--- config.mk ---
export PLATFORM = sky130hd
export DESIGN_NAME = wr_port_arbiter_8
export DESIGN_NICKNAME = d
export VERILOG_FILES = /design/src/rtl/wr_port_arbiter_8_pkg.sv /design/src/rtl/wr_port_arbiter_8_rr.sv /design/src/rtl/wr_port_arbiter_8.sv
export SDC_FILE = /design/constraint.sdc
export NUM_CORES = 1
export LEC_CHECK = 0
export BUFFER_PORTS_ARGS = -buffer_cell sky130_fd_sc_hd__buf_2
export CORE_AREA = 4 4 97 99
export CTS_CLUSTER_SIZE = 10
export DETAILED_ROUTE_END_ITERATION = 8
export DIE_AREA = 0 0 101 103
export PLACE_DENSITY = 0.91
export SLEW_MARGIN = 10
export SYNTH_ARGS = -nofsm -noshare
export SYNTH_HDL_FRONTEND = slang
export SYNTH_SLANG_ARGS = --single-unit
--- constraint.sdc ---
create_clock -name clk -period 8.54 [get_ports clk]
set_clock_uncertainty 0.05 [all_clocks]
set_input_delay 0.427 -clock clk [delete_from_list [all_inputs] [get_ports clk]]
set_output_delay 0.427 -clock clk [all_outputs]
set_load 0.05 [all_outputs]
--- src/rtl/wr_port_arbiter_8_pkg.sv ---
// Shared types and constants for the register-file write-port arbiter.
// Port count, wavefront-ID width and select width match the downstream wfid mux.
package wr_port_arbiter_8_pkg;

  localparam int NUM_PORTS = 8;
  localparam int WFID_W    = 6;
  localparam int SEL_W     = 16;
  localparam int IDX_W     = 3;
  localparam int CNT_W     = 4;

  // Port 0 gets first priority after reset because the scan starts at last_grant+1.
  localparam logic [IDX_W-1:0] LAST_GRANT_RST = 3'd7;

  typedef struct packed {
    logic [WFID_W-1:0] wfid;
    logic              done;
  } wr_entry_t;

  function automatic logic [CNT_W-1:0] popcount8(input logic [NUM_PORTS-1:0] v);
    logic [CNT_W-1:0] c;
    c = '0;
    for (int i = 0; i < NUM_PORTS; i++) begin
      c = c + {{(CNT_W-1){1'b0}}, v[i]};
    end
    return c;
  endfunction

endpackage

--- src/rtl/wr_port_arbiter_8_rr.sv ---
// Combinational round-robin picker: first requesting port scanning upward
// from last_grant+1 (mod 8); the previous winner is considered last.
module rr_arbiter_8
  import wr_port_arbiter_8_pkg::*;
(
  input  logic [NUM_PORTS-1:0] req,
  input  logic [IDX_W-1:0]     last_grant,
  output logic [NUM_PORTS-1:0] grant,
  output logic [IDX_W-1:0]     grant_idx,
  output logic                 any_valid
);

  logic [IDX_W-1:0] cand;

  always_comb begin
    grant     = '0;
    grant_idx = last_grant;
    any_valid = 1'b0;
    cand      = '0;
    for (int i = 1; i <= NUM_PORTS; i++) begin
      cand = last_grant + IDX_W'(i);
      if (!any_valid && req[cand]) begin
        any_valid = 1'b1;
        grant_idx = cand;
      end
    end
    if (any_valid) begin
      grant = NUM_PORTS'(1) << grant_idx;
    end
  end

endmodule

--- src/rtl/wr_port_arbiter_8.sv ---
// Write-port source arbiter: one-entry holding buffer per functional-unit port,
// one registered one-hot grant per cycle, round-robin across full buffers.
module wr_port_arbiter_8
  import wr_port_arbiter_8_pkg::*;
(
  input  logic              clk,
  input  logic              rst_n,
  input  logic              req_0,
  input  logic              req_1,
  input  logic              req_2,
  input  logic              req_3,
  input  logic              req_4,
  input  logic              req_5,
  input  logic              req_6,
  input  logic              req_7,
  input  logic [WFID_W-1:0] req_wfid_0,
  input  logic [WFID_W-1:0] req_wfid_1,
  input  logic [WFID_W-1:0] req_wfid_2,
  input  logic [WFID_W-1:0] req_wfid_3,
  input  logic [WFID_W-1:0] req_wfid_4,
  input  logic [WFID_W-1:0] req_wfid_5,
  input  logic [WFID_W-1:0] req_wfid_6,
  input  logic [WFID_W-1:0] req_wfid_7,
  input  logic              req_done_0,
  input  logic              req_done_1,
  input  logic              req_done_2,
  input  logic              req_done_3,
  input  logic              req_done_4,
  input  logic              req_done_5,
  input  logic              req_done_6,
  input  logic              req_done_7,
  output logic              ready_0,
  output logic              ready_1,
  output logic              ready_2,
  output logic              ready_3,
  output logic              ready_4,
  output logic              ready_5,
  output logic              ready_6,
  output logic              ready_7,
  input  logic              wr_stall,
  output logic [SEL_W-1:0]  wr_port_select,
  output logic [WFID_W-1:0] wfid_0,
  output logic [WFID_W-1:0] wfid_1,
  output logic [WFID_W-1:0] wfid_2,
  output logic [WFID_W-1:0] wfid_3,
  output logic [WFID_W-1:0] wfid_4,
  output logic [WFID_W-1:0] wfid_5,
  output logic [WFID_W-1:0] wfid_6,
  output logic [WFID_W-1:0] wfid_7,
  output logic              wfid_done_0,
  output logic              wfid_done_1,
  output logic              wfid_done_2,
  output logic              wfid_done_3,
  output logic              wfid_done_4,
  output logic              wfid_done_5,
  output logic              wfid_done_6,
  output logic              wfid_done_7,
  output logic [CNT_W-1:0]  pending_cnt
);

  logic [NUM_PORTS-1:0] req_vec;
  logic [NUM_PORTS-1:0] done_in;
  logic [WFID_W-1:0]    wfid_in [NUM_PORTS];

  logic [NUM_PORTS-1:0] full_reg;
  logic [NUM_PORTS-1:0] full_next;
  wr_entry_t            data_reg [NUM_PORTS];
  logic [IDX_W-1:0]     last_grant_reg;
  logic [SEL_W-1:0]     sel_reg;
  logic [CNT_W-1:0]     pending_cnt_reg;

  logic [NUM_PORTS-1:0] capture;
  logic [NUM_PORTS-1:0] grant_oh;
  logic [IDX_W-1:0]     grant_idx;
  logic                 any_full;
  logic                 grant_en;

  assign req_vec = {req_7, req_6, req_5, req_4, req_3, req_2, req_1, req_0};
  assign done_in = {req_done_7, req_done_6, req_done_5, req_done_4,
                    req_done_3, req_done_2, req_done_1, req_done_0};
  assign wfid_in[0] = req_wfid_0;
  assign wfid_in[1] = req_wfid_1;
  assign wfid_in[2] = req_wfid_2;
  assign wfid_in[3] = req_wfid_3;
  assign wfid_in[4] = req_wfid_4;
  assign wfid_in[5] = req_wfid_5;
  assign wfid_in[6] = req_wfid_6;
  assign wfid_in[7] = req_wfid_7;

  rr_arbiter_8 u_rr (
    .req        (full_reg),
    .last_grant (last_grant_reg),
    .grant      (grant_oh),
    .grant_idx  (grant_idx),
    .any_valid  (any_full)
  );

  assign grant_en = any_full && !wr_stall;

  // Capture only into empty buffers; grant only from full ones, so the two
  // never collide on the same port within a cycle.
  assign capture   = req_vec & ~full_reg;
  assign full_next = (full_reg & ~(grant_en ? grant_oh : '0)) | capture;

  always_ff @(posedge clk or negedge rst_n) begin
    if (!rst_n) begin
      full_reg        <= '0;
      last_grant_reg  <= LAST_GRANT_RST;
      sel_reg         <= '0;
      pending_cnt_reg <= '0;
      for (int i = 0; i < NUM_PORTS; i++) begin
        data_reg[i] <= '0;
      end
    end else begin
      full_reg        <= full_next;
      pending_cnt_reg <= popcount8(full_next);
      // Data is left in place after a grant so the mux still sees it while select is shown.
      for (int i = 0; i < NUM_PORTS; i++) begin
        if (capture[i]) begin
          data_reg[i] <= '{wfid: wfid_in[i], done: done_in[i]};
        end
      end
      if (grant_en) begin
        sel_reg        <= {{(SEL_W-NUM_PORTS){1'b0}}, grant_oh};
        last_grant_reg <= grant_idx;
      end else begin
        sel_reg <= '0;
      end
    end
  end

  assign wr_port_select = sel_reg;
  assign pending_cnt    = pending_cnt_reg;

  assign {ready_7, ready_6, ready_5, ready_4,
          ready_3, ready_2, ready_1, ready_0} = ~full_reg;

  assign wfid_0 = data_reg[0].wfid;
  assign wfid_1 = data_reg[1].wfid;
  assign wfid_2 = data_reg[2].wfid;
  assign wfid_3 = data_reg[3].wfid;
  assign wfid_4 = data_reg[4].wfid;
  assign wfid_5 = data_reg[5].wfid;
  assign wfid_6 = data_reg[6].wfid;
  assign wfid_7 = data_reg[7].wfid;

  assign wfid_done_0 = data_reg[0].done;
  assign wfid_done_1 = data_reg[1].done;
  assign wfid_done_2 = data_reg[2].done;
  assign wfid_done_3 = data_reg[3].done;
  assign wfid_done_4 = data_reg[4].done;
  assign wfid_done_5 = data_reg[5].done;
  assign wfid_done_6 = data_reg[6].done;
  assign wfid_done_7 = data_reg[7].done;

endmodule
==> results of run 1 <==
metrics by stage:
stage	worst slack [ps]	hold slack [ps]
2_1_floorplan	2680	81.41
3_3_place_gp	1863	433.9
3_5_place_dp	1675	441.3
4_1_cts	1672	210.6
5_1_grt	1249	243.1
6_report	1668	174.0
placed cells by master, fill, tap and decap left out, types with 2 or more instances in the layout:
cell type	n
dfstp_2	3
mux4_2	14
mux2_2	63
nand2_1	8
fa_1	4
nor3_1	6
xnor2_1	3
o32ai_1	3
dfrtp_1	76
bufinv_16	3
ha_1	5
clkinv_2	2
clkbuf_8	9
buf_2	141
nor2b_1	13
a21oi_1	11
nor2_1	23
and2_1	2
o211ai_1	3
inv_1	20
a41oi_1	2
o31ai_1	2
nor3b_1	3
a221oi_1	2
nor3_2	2
mux2_4	2
conb_1	8
mux2i_1	6
o21ai_1	2
o32a_1	2
or2_1	3
critical path, cell delays in order, from the launching register on:
cell	delay (ps)
dfstp_2	830
inv_1	260
ha_1	650
mux4_2	640
mux2i_1	370
nand2_1	130
or3_1	430
nor2b_1	120
o32a_2	330
nor3b_2	340
a21oi_1	160
fa_1	540
inv_1	60
fa_1	520
inv_1	60
fa_1	540
ha_1	170
inv_1	50
fa_1	370
xnor2_1	130
metal layers:
metal  vias up  GRT usage
met1      1595     0.2467
met3        14    0.05074
met5         -          0
met4         0    0.06442
li1       1457          -
met2       126     0.3342
Yosys cell counts, types with 2 or more instances:
cell | instances | share of area
buf_4 | 10 | 0.017
clkbuf_1 | 11 | 0.0096
mux2_4 | 2 | 0.0070
dfstp_2 | 3 | 0.018
buf_2 | 9 | 0.010
inv_1 | 20 | 0.017
fa_1 | 4 | 0.019
or2_1 | 3 | 0.0044
nor2b_1 | 13 | 0.019
dfrtp_1 | 76 | 0.44
o32a_1 | 2 | 0.0047
a41oi_1 | 2 | 0.0041
ha_1 | 5 | 0.015
nor3_2 | 2 | 0.0047
o31ai_1 | 2 | 0.0035
o211ai_1 | 3 | 0.0052
buf_6 | 4 | 0.010
nor2_1 | 23 | 0.020
mux4_2 | 14 | 0.073
a221oi_1 | 2 | 0.0041
xnor2_1 | 3 | 0.0061
nand2_1 | 8 | 0.0070
mux2i_1 | 6 | 0.014
o21ai_1 | 2 | 0.0023
o32ai_1 | 3 | 0.0061
nor3_1 | 6 | 0.0070
nor3b_1 | 3 | 0.0052
and2_1 | 2 | 0.0029
a21oi_1 | 11 | 0.013
mux2_2 | 63 | 0.16
final timing paths:
check	depth (start not counted)	to	startpoint	slack, ps
min in group clk	2	wfid_4[0]$_DFFE_PN0P_	req_wfid_4[0]	260
max in group asynchronous	1	wfid_4[5]$_DFFE_PN0P_	rst_n	7630
setup reg to reg	19	pending_cnt[2]$_DFF_PN0_	last_grant_reg[0]$_DFFE_PN1N_	1670
setup / recovery	19	pending_cnt[2]$_DFF_PN0_	last_grant_reg[0]$_DFFE_PN1N_	1670
hold / removal	1	wfid_done_7$_DFFE_PN0P_	rst_n	170
hold reg to reg	1	wfid_2[1]$_DFFE_PN0P_	wfid_2[1]$_DFFE_PN0P_	450
cell type report:
type                       instances  area, µm²  share of cell area
multi-input combinational        217       2066              0.3968
sequential                        79       1981              0.3804
timing repair buffer             142      713.2              0.1370
tap                              108      135.1             0.02596
clock buffer                      10      127.6             0.02451
clock inverter                     6      108.9             0.02091
inverter                          20      75.07             0.01442
logic make-up after synthesis:
kind of cell | count (synthesis) | share of synthesized area
xor gates and xnor gates | 5 | 0.01455
muxes | 87 | 0.2685
other | 1 | 0.0008718
AOI/OAI and AO/OA | 39 | 0.06865
buffers and inverters | 54 | 0.06544
DFF | 79 | 0.4604
adders and majority gates | 9 | 0.03316
and+or+nand+nor | 69 | 0.08843
==> impl_metrics.env, run 1 <==
export IMPL_outcome="finished clean"
export IMPL_cts_hold_buf=0
export IMPL_wl_met2_mm=5.395
export IMPL_instances_no_fill=582
export IMPL_avgSynthCellArea_um2=12.54
export IMPL_worst_setup_path_end_kind="flop"
export IMPL_n_antenna_cell=0
export IMPL_start_util=0.5031
export IMPL_ant_nets=0
export IMPL_wl_met3_um=639
export IMPL_synth_main_ff_cell="dfrtp_1"
export IMPL_track_usage=0.1965
export IMPL_top_layer_used="met4"
export IMPL_viasPerCell=5.485
export IMPL_dp_cells=566
export IMPL_drcViolationCount=0
export IMPL_gr_total_overflow=0
export IMPL_rows=34
export IMPL_io_pins=151
export IMPL_post_route_min_period_ps=6872
export IMPL_dieArea_um2=10400
export IMPL_fin_area_um2=5206
export IMPL_worst_ep_arrival_time_ps=7040
export IMPL_ys_seq_elements=79
export IMPL_finalSetupViolCount=0
export IMPL_cts_root_buffer="clkbuf_8"
export IMPL_synth_edff_count=0
export IMPL_synthArstFlopShare=1.000
export IMPL_finalNetCount=545
export IMPL_post_cts_buffers=0
export IMPL_worst_ep_required_time_ps=8710
export IMPL_clk_pin_slew_ps=80
export IMPL_grt_start_max_net_pins=80
export IMPL_first_pass_iters=5
export IMPL_relSlewSlack=0.3579
export IMPL_wl_per_cell_um=17.34
export IMPL_wl_met1_mm=3.886
export IMPL_gp_congestion=0.8534
export IMPL_ys_types=56
export IMPL_cts_tree="yes"
export IMPL_finish_utilization=0.6089
export IMPL_cts_buffers=9
export IMPL_area_growth_syn_to_layout_pct=21.03
export IMPL_cp_start_kind="flop"
export IMPL_ys_warn_count=0
export IMPL_wl_mm=10.09
export IMPL_setup_tns_ps=0
export IMPL_fp_dieH_um=103
export IMPL_crit_fanout=20
export IMPL_synth_cells=343
export IMPL_antenna_found_initial=0
export IMPL_grt_pass1_vias=3291
export IMPL_first_iter_violations=145
export IMPL_coreArea_um2=8551
export IMPL_ctsResizeCount=0
export IMPL_grt_pass1_wl_mm=15.95
export IMPL_finalCritPeriodShare=0.8047
export IMPL_die_x_um=101
export IMPL_hold_viol=0
export IMPL_h_tree_depth=3
export IMPL_clock_sinks=79
export IMPL_clk_latency_ps=340
export IMPL_fmax_mhz=145.5
export IMPL_cts_buffer_depth=2
export IMPL_tightest_slew_ps=963.2
export IMPL_layout_drive_gt1_share=0.5295
export IMPL_vias=3192
export IMPL_synth_yosys_seq_area_share=0.4604
export IMPL_cap_violations=0
export IMPL_dpl_hpwl_mm=7.758
export IMPL_final_max_slew_viol_count=0
export IMPL_fill_cells=670
export IMPL_numPortBuffers=142
export IMPL_crit_type="reg2reg"
export IMPL_hp_class="in2async"
export IMPL_rsz0062_at_grt="false"
export IMPL_synth_cell_area_um2=4302
export IMPL_dpl_cell_area_um2=4970
Power of run 1 is left out: the tool's default activity adds up to more than one toggle a clock period on the data nets, which glitch-free logic cannot reach.
==> inputs of run 2 (changes only) <==
ABC_AREA = 1   (was default)
CORE_AREA = 4 4 99 101   (was 4 4 97 99)
DIE_AREA = 0 0 103 105   (was 0 0 101 103)
PLACE_DENSITY = 0.86   (was 0.91)
clock period = 5.67 ns   (was 8.54 ns; I/O delays follow)
==> run 2 against run 1 <==
  * Wire length is 5.2% lower
  * Sequential share of layout area is 2.2 points higher
  * Worst hold slack worse by 140 ps
  * Synthesized area down 9.9%
  * Global-route usage down 1.4 points
  * Via count is essentially flat
  * Critical path depth grew 6
  * First-iteration DRC count up 29%
  * Synthesized cell count is 6.7% higher
  * Setup slack worse by 1300 ps
  * Clock-buffer cell count did not move
  * Register-to-register slack lost 1300 ps
==> impl_metrics.env, run 2 <==
export IMPL_relSlewSlack=0.3468
export IMPL_hold_viol=0
export IMPL_clk_latency_ps=340
export IMPL_post_route_min_period_ps=5293
export IMPL_wl_mm=9.572
export IMPL_worst_ep_arrival_time_ps=5490
export IMPL_met2_usage=0.3245
export IMPL_rsz0062_at_grt="false"
export IMPL_fp_dieH_um=105
export IMPL_worst_setup_path_end_kind="flop"
export IMPL_worst_ep_required_time_ps=5860
export IMPL_yosys_area_top_type="dfrtp_1"
export IMPL_grtUsageMet1=0.2056
export IMPL_first_pass_iters=5
export IMPL_drcViolationCount=0
export IMPL_fmax_mhz=188.9
export IMPL_cp_start_kind="flop"
export IMPL_synth_most_common_cell="dfrtp_1"
export IMPL_antenna_found_initial=0
export IMPL_regToRegEndpoint="pending_cnt[1]$_DFF_PN0_"
export IMPL_r2r_start="last_grant_reg[0]$_DFFE_PN1N_"
export IMPL_rows=35
export IMPL_track_usage=0.1827
export IMPL_start_util=0.4298
export IMPL_h_tree_depth=3
export IMPL_finalSetupViolCount=0
export IMPL_gp_congestion=0.8784
export IMPL_gr_total_overflow=0
export IMPL_cts_buffer_depth=2
export IMPL_grt_start_max_net_pins=80
export IMPL_ys_seq_elements=79
export IMPL_grt_pass1_vias=3336
export IMPL_die_x_um=103
export IMPL_viasPerCell=5.049
export IMPL_ctsResizeCount=0
export IMPL_layout_drive_gt1_share=0.4875
export IMPL_avgSynthCellArea_um2=10.59
export IMPL_cts_root_buffer="clkbuf_8"
export IMPL_synth_area_top_cells="dfrtp_1 (49%), mux2_2 (16%), nand2_1 (7.2%), nand3_1 (4.3%), inv_1 (2.9%)"
export IMPL_dpl_hpwl_mm=7.602
export IMPL_ys_types=29
export IMPL_outcome="finished clean"
export IMPL_grtUsageMet3=0.04873
export IMPL_synth_main_ff_cell="dfrtp_1"
export IMPL_fill_cells=811
export IMPL_synth_cell_area_um2=3877
export IMPL_cts_hold_buf=0
export IMPL_grt_pass1_wl_mm=15.59
export IMPL_dieArea_um2=10820
export IMPL_clock_sinks=79
export IMPL_tightest_slew_ps=979.7
export IMPL_crit_type="reg2reg"
export IMPL_busiest_layer="met2"
export IMPL_layout_common_cells="buf_2 (141), dfrtp_1 (76), nand2_1 (74), mux2_2 (56), nand3_1 (33)"
export IMPL_reg2regPathDepth=25
export IMPL_wl_per_cell_um=15.15
export IMPL_finalNetCount=593
export IMPL_io_pins=151
export IMPL_synth_top_area_frac=0.4905
export IMPL_numPortBuffers=142
export IMPL_cts_buffers=9
export IMPL_cts_tree="yes"
export IMPL_clk_pin_slew_ps=80
export IMPL_finalCritPeriodShare=0.9335
export IMPL_rrSetupSlack_ps=380
export IMPL_first_iter_violations=187
export IMPL_setup_tns_ps=0
export IMPL_coreArea_um2=9021
export IMPL_area_growth_syn_to_layout_pct=26.98
export IMPL_n_antenna_cell=0
export IMPL_hp_class="in2async"
export IMPL_synth_common_cells="dfrtp_1 (76), nand2_1 (74), mux2_2 (56), nand3_1 (33), inv_1 (30)"
export IMPL_vias=3191
export IMPL_cap_violations=0
export IMPL_synth_yosys_seq_area_share=0.5108
export IMPL_ys_warn_count=0
export IMPL_final_max_slew_viol_count=0
export IMPL_synth_cells=366
export IMPL_ant_nets=0
export IMPL_synth_edff_count=0
export IMPL_mostFrequentLayoutCell="buf_2"
export IMPL_synthArstFlopShare=1.000
export IMPL_post_cts_buffers=0
export IMPL_crit_fanout=10
-- run 2: logic make-up (layout without fill, tap and decap cells) --
| logic type | after synthesis | in the layout | synth area share |
|---|---|---|---|
| other | 1 | 8 | 0.0009671 |
| DFF | 79 | 79 | 0.5108 |
| and+or+nand+nor | 161 | 161 | 0.2068 |
| buffers and inverters | 46 | 194 | 0.05518 |
| xor gates and xnor gates | 4 | 4 | 0.01097 |
| AOI/OAI and AO/OA | 10 | 10 | 0.01581 |
| adders and majority gates | 9 | 9 | 0.03679 |
| muxes | 56 | 56 | 0.1626 |
-- run 2: critical path: stages (launching register included) --
cell     delay, ps
dfstp_2        540
inv_2           90
ha_1           400
inv_1          200
nand3_1        160
nand3_1        150
nand2_1        120
inv_2          100
nand4_4        140
nor2_2         210
nand2_1         90
nand2_1        100
nand2_2         80
nand2_1         70
nand2_2        100
nor2_2         110
nor2_1          70
fa_1           530
inv_1           50
fa_1           530
inv_1           50
fa_1           540
ha_1           160
inv_1           50
fa_1           470
inv_1           40
-- run 2: layout make-up --
cell class	count	area, µm²	share of cell area
clock buffer	10	127.6	0.02592
multi-input combinational	248	1709	0.3471
tap	111	138.9	0.02821
timing repair buffer	144	728.2	0.1479
sequential	79	1981	0.4023
clock inverter	5	107.6	0.02186
inverter	35	131.4	0.02668
-- run 2: stage by stage --
stage	setup WS (ps)	area (µm²)	util	hold WS, ps	instances
6_report	377.3	4923	0.5458	33.26	632
5_1_grt	36.06	4923	0.5458	93.87	632
4_1_cts	376.1	4923	0.5458	64.96	632
3_5_place_dp	426.6	4688	0.5197	438.7	617
3_3_place_gp	478.1	4688	0.5197	425.8	617
2_1_floorplan	696.7	3904	-	-62.09	373
-- run 2: how the worst max path moves through the flow --
stage                             startpoint  slack, ps                        to
2_1_floorplan  last_grant_reg[1]$_DFFE_PN1N_        700  pending_cnt[2]$_DFF_PN0_
3_3_place_gp   last_grant_reg[0]$_DFFE_PN1N_        480  pending_cnt[1]$_DFF_PN0_
3_5_place_dp   last_grant_reg[0]$_DFFE_PN1N_        430  pending_cnt[2]$_DFF_PN0_
4_1_cts        last_grant_reg[0]$_DFFE_PN1N_        380  pending_cnt[1]$_DFF_PN0_
5_1_grt        last_grant_reg[0]$_DFFE_PN1N_         40  pending_cnt[2]$_DFF_PN0_
6_report       last_grant_reg[0]$_DFFE_PN1N_        380  pending_cnt[1]$_DFF_PN0_
-- run 2: routing by layer --
metal  share of wire  wire [µm]  up-vias
met2            0.54       5138      142
met4           0.027        257        0
li1                -          -     1481
met5               0          0        -
met1            0.37       3552     1545
met3           0.065        622       23
Power of run 2 is left out for the same reason.
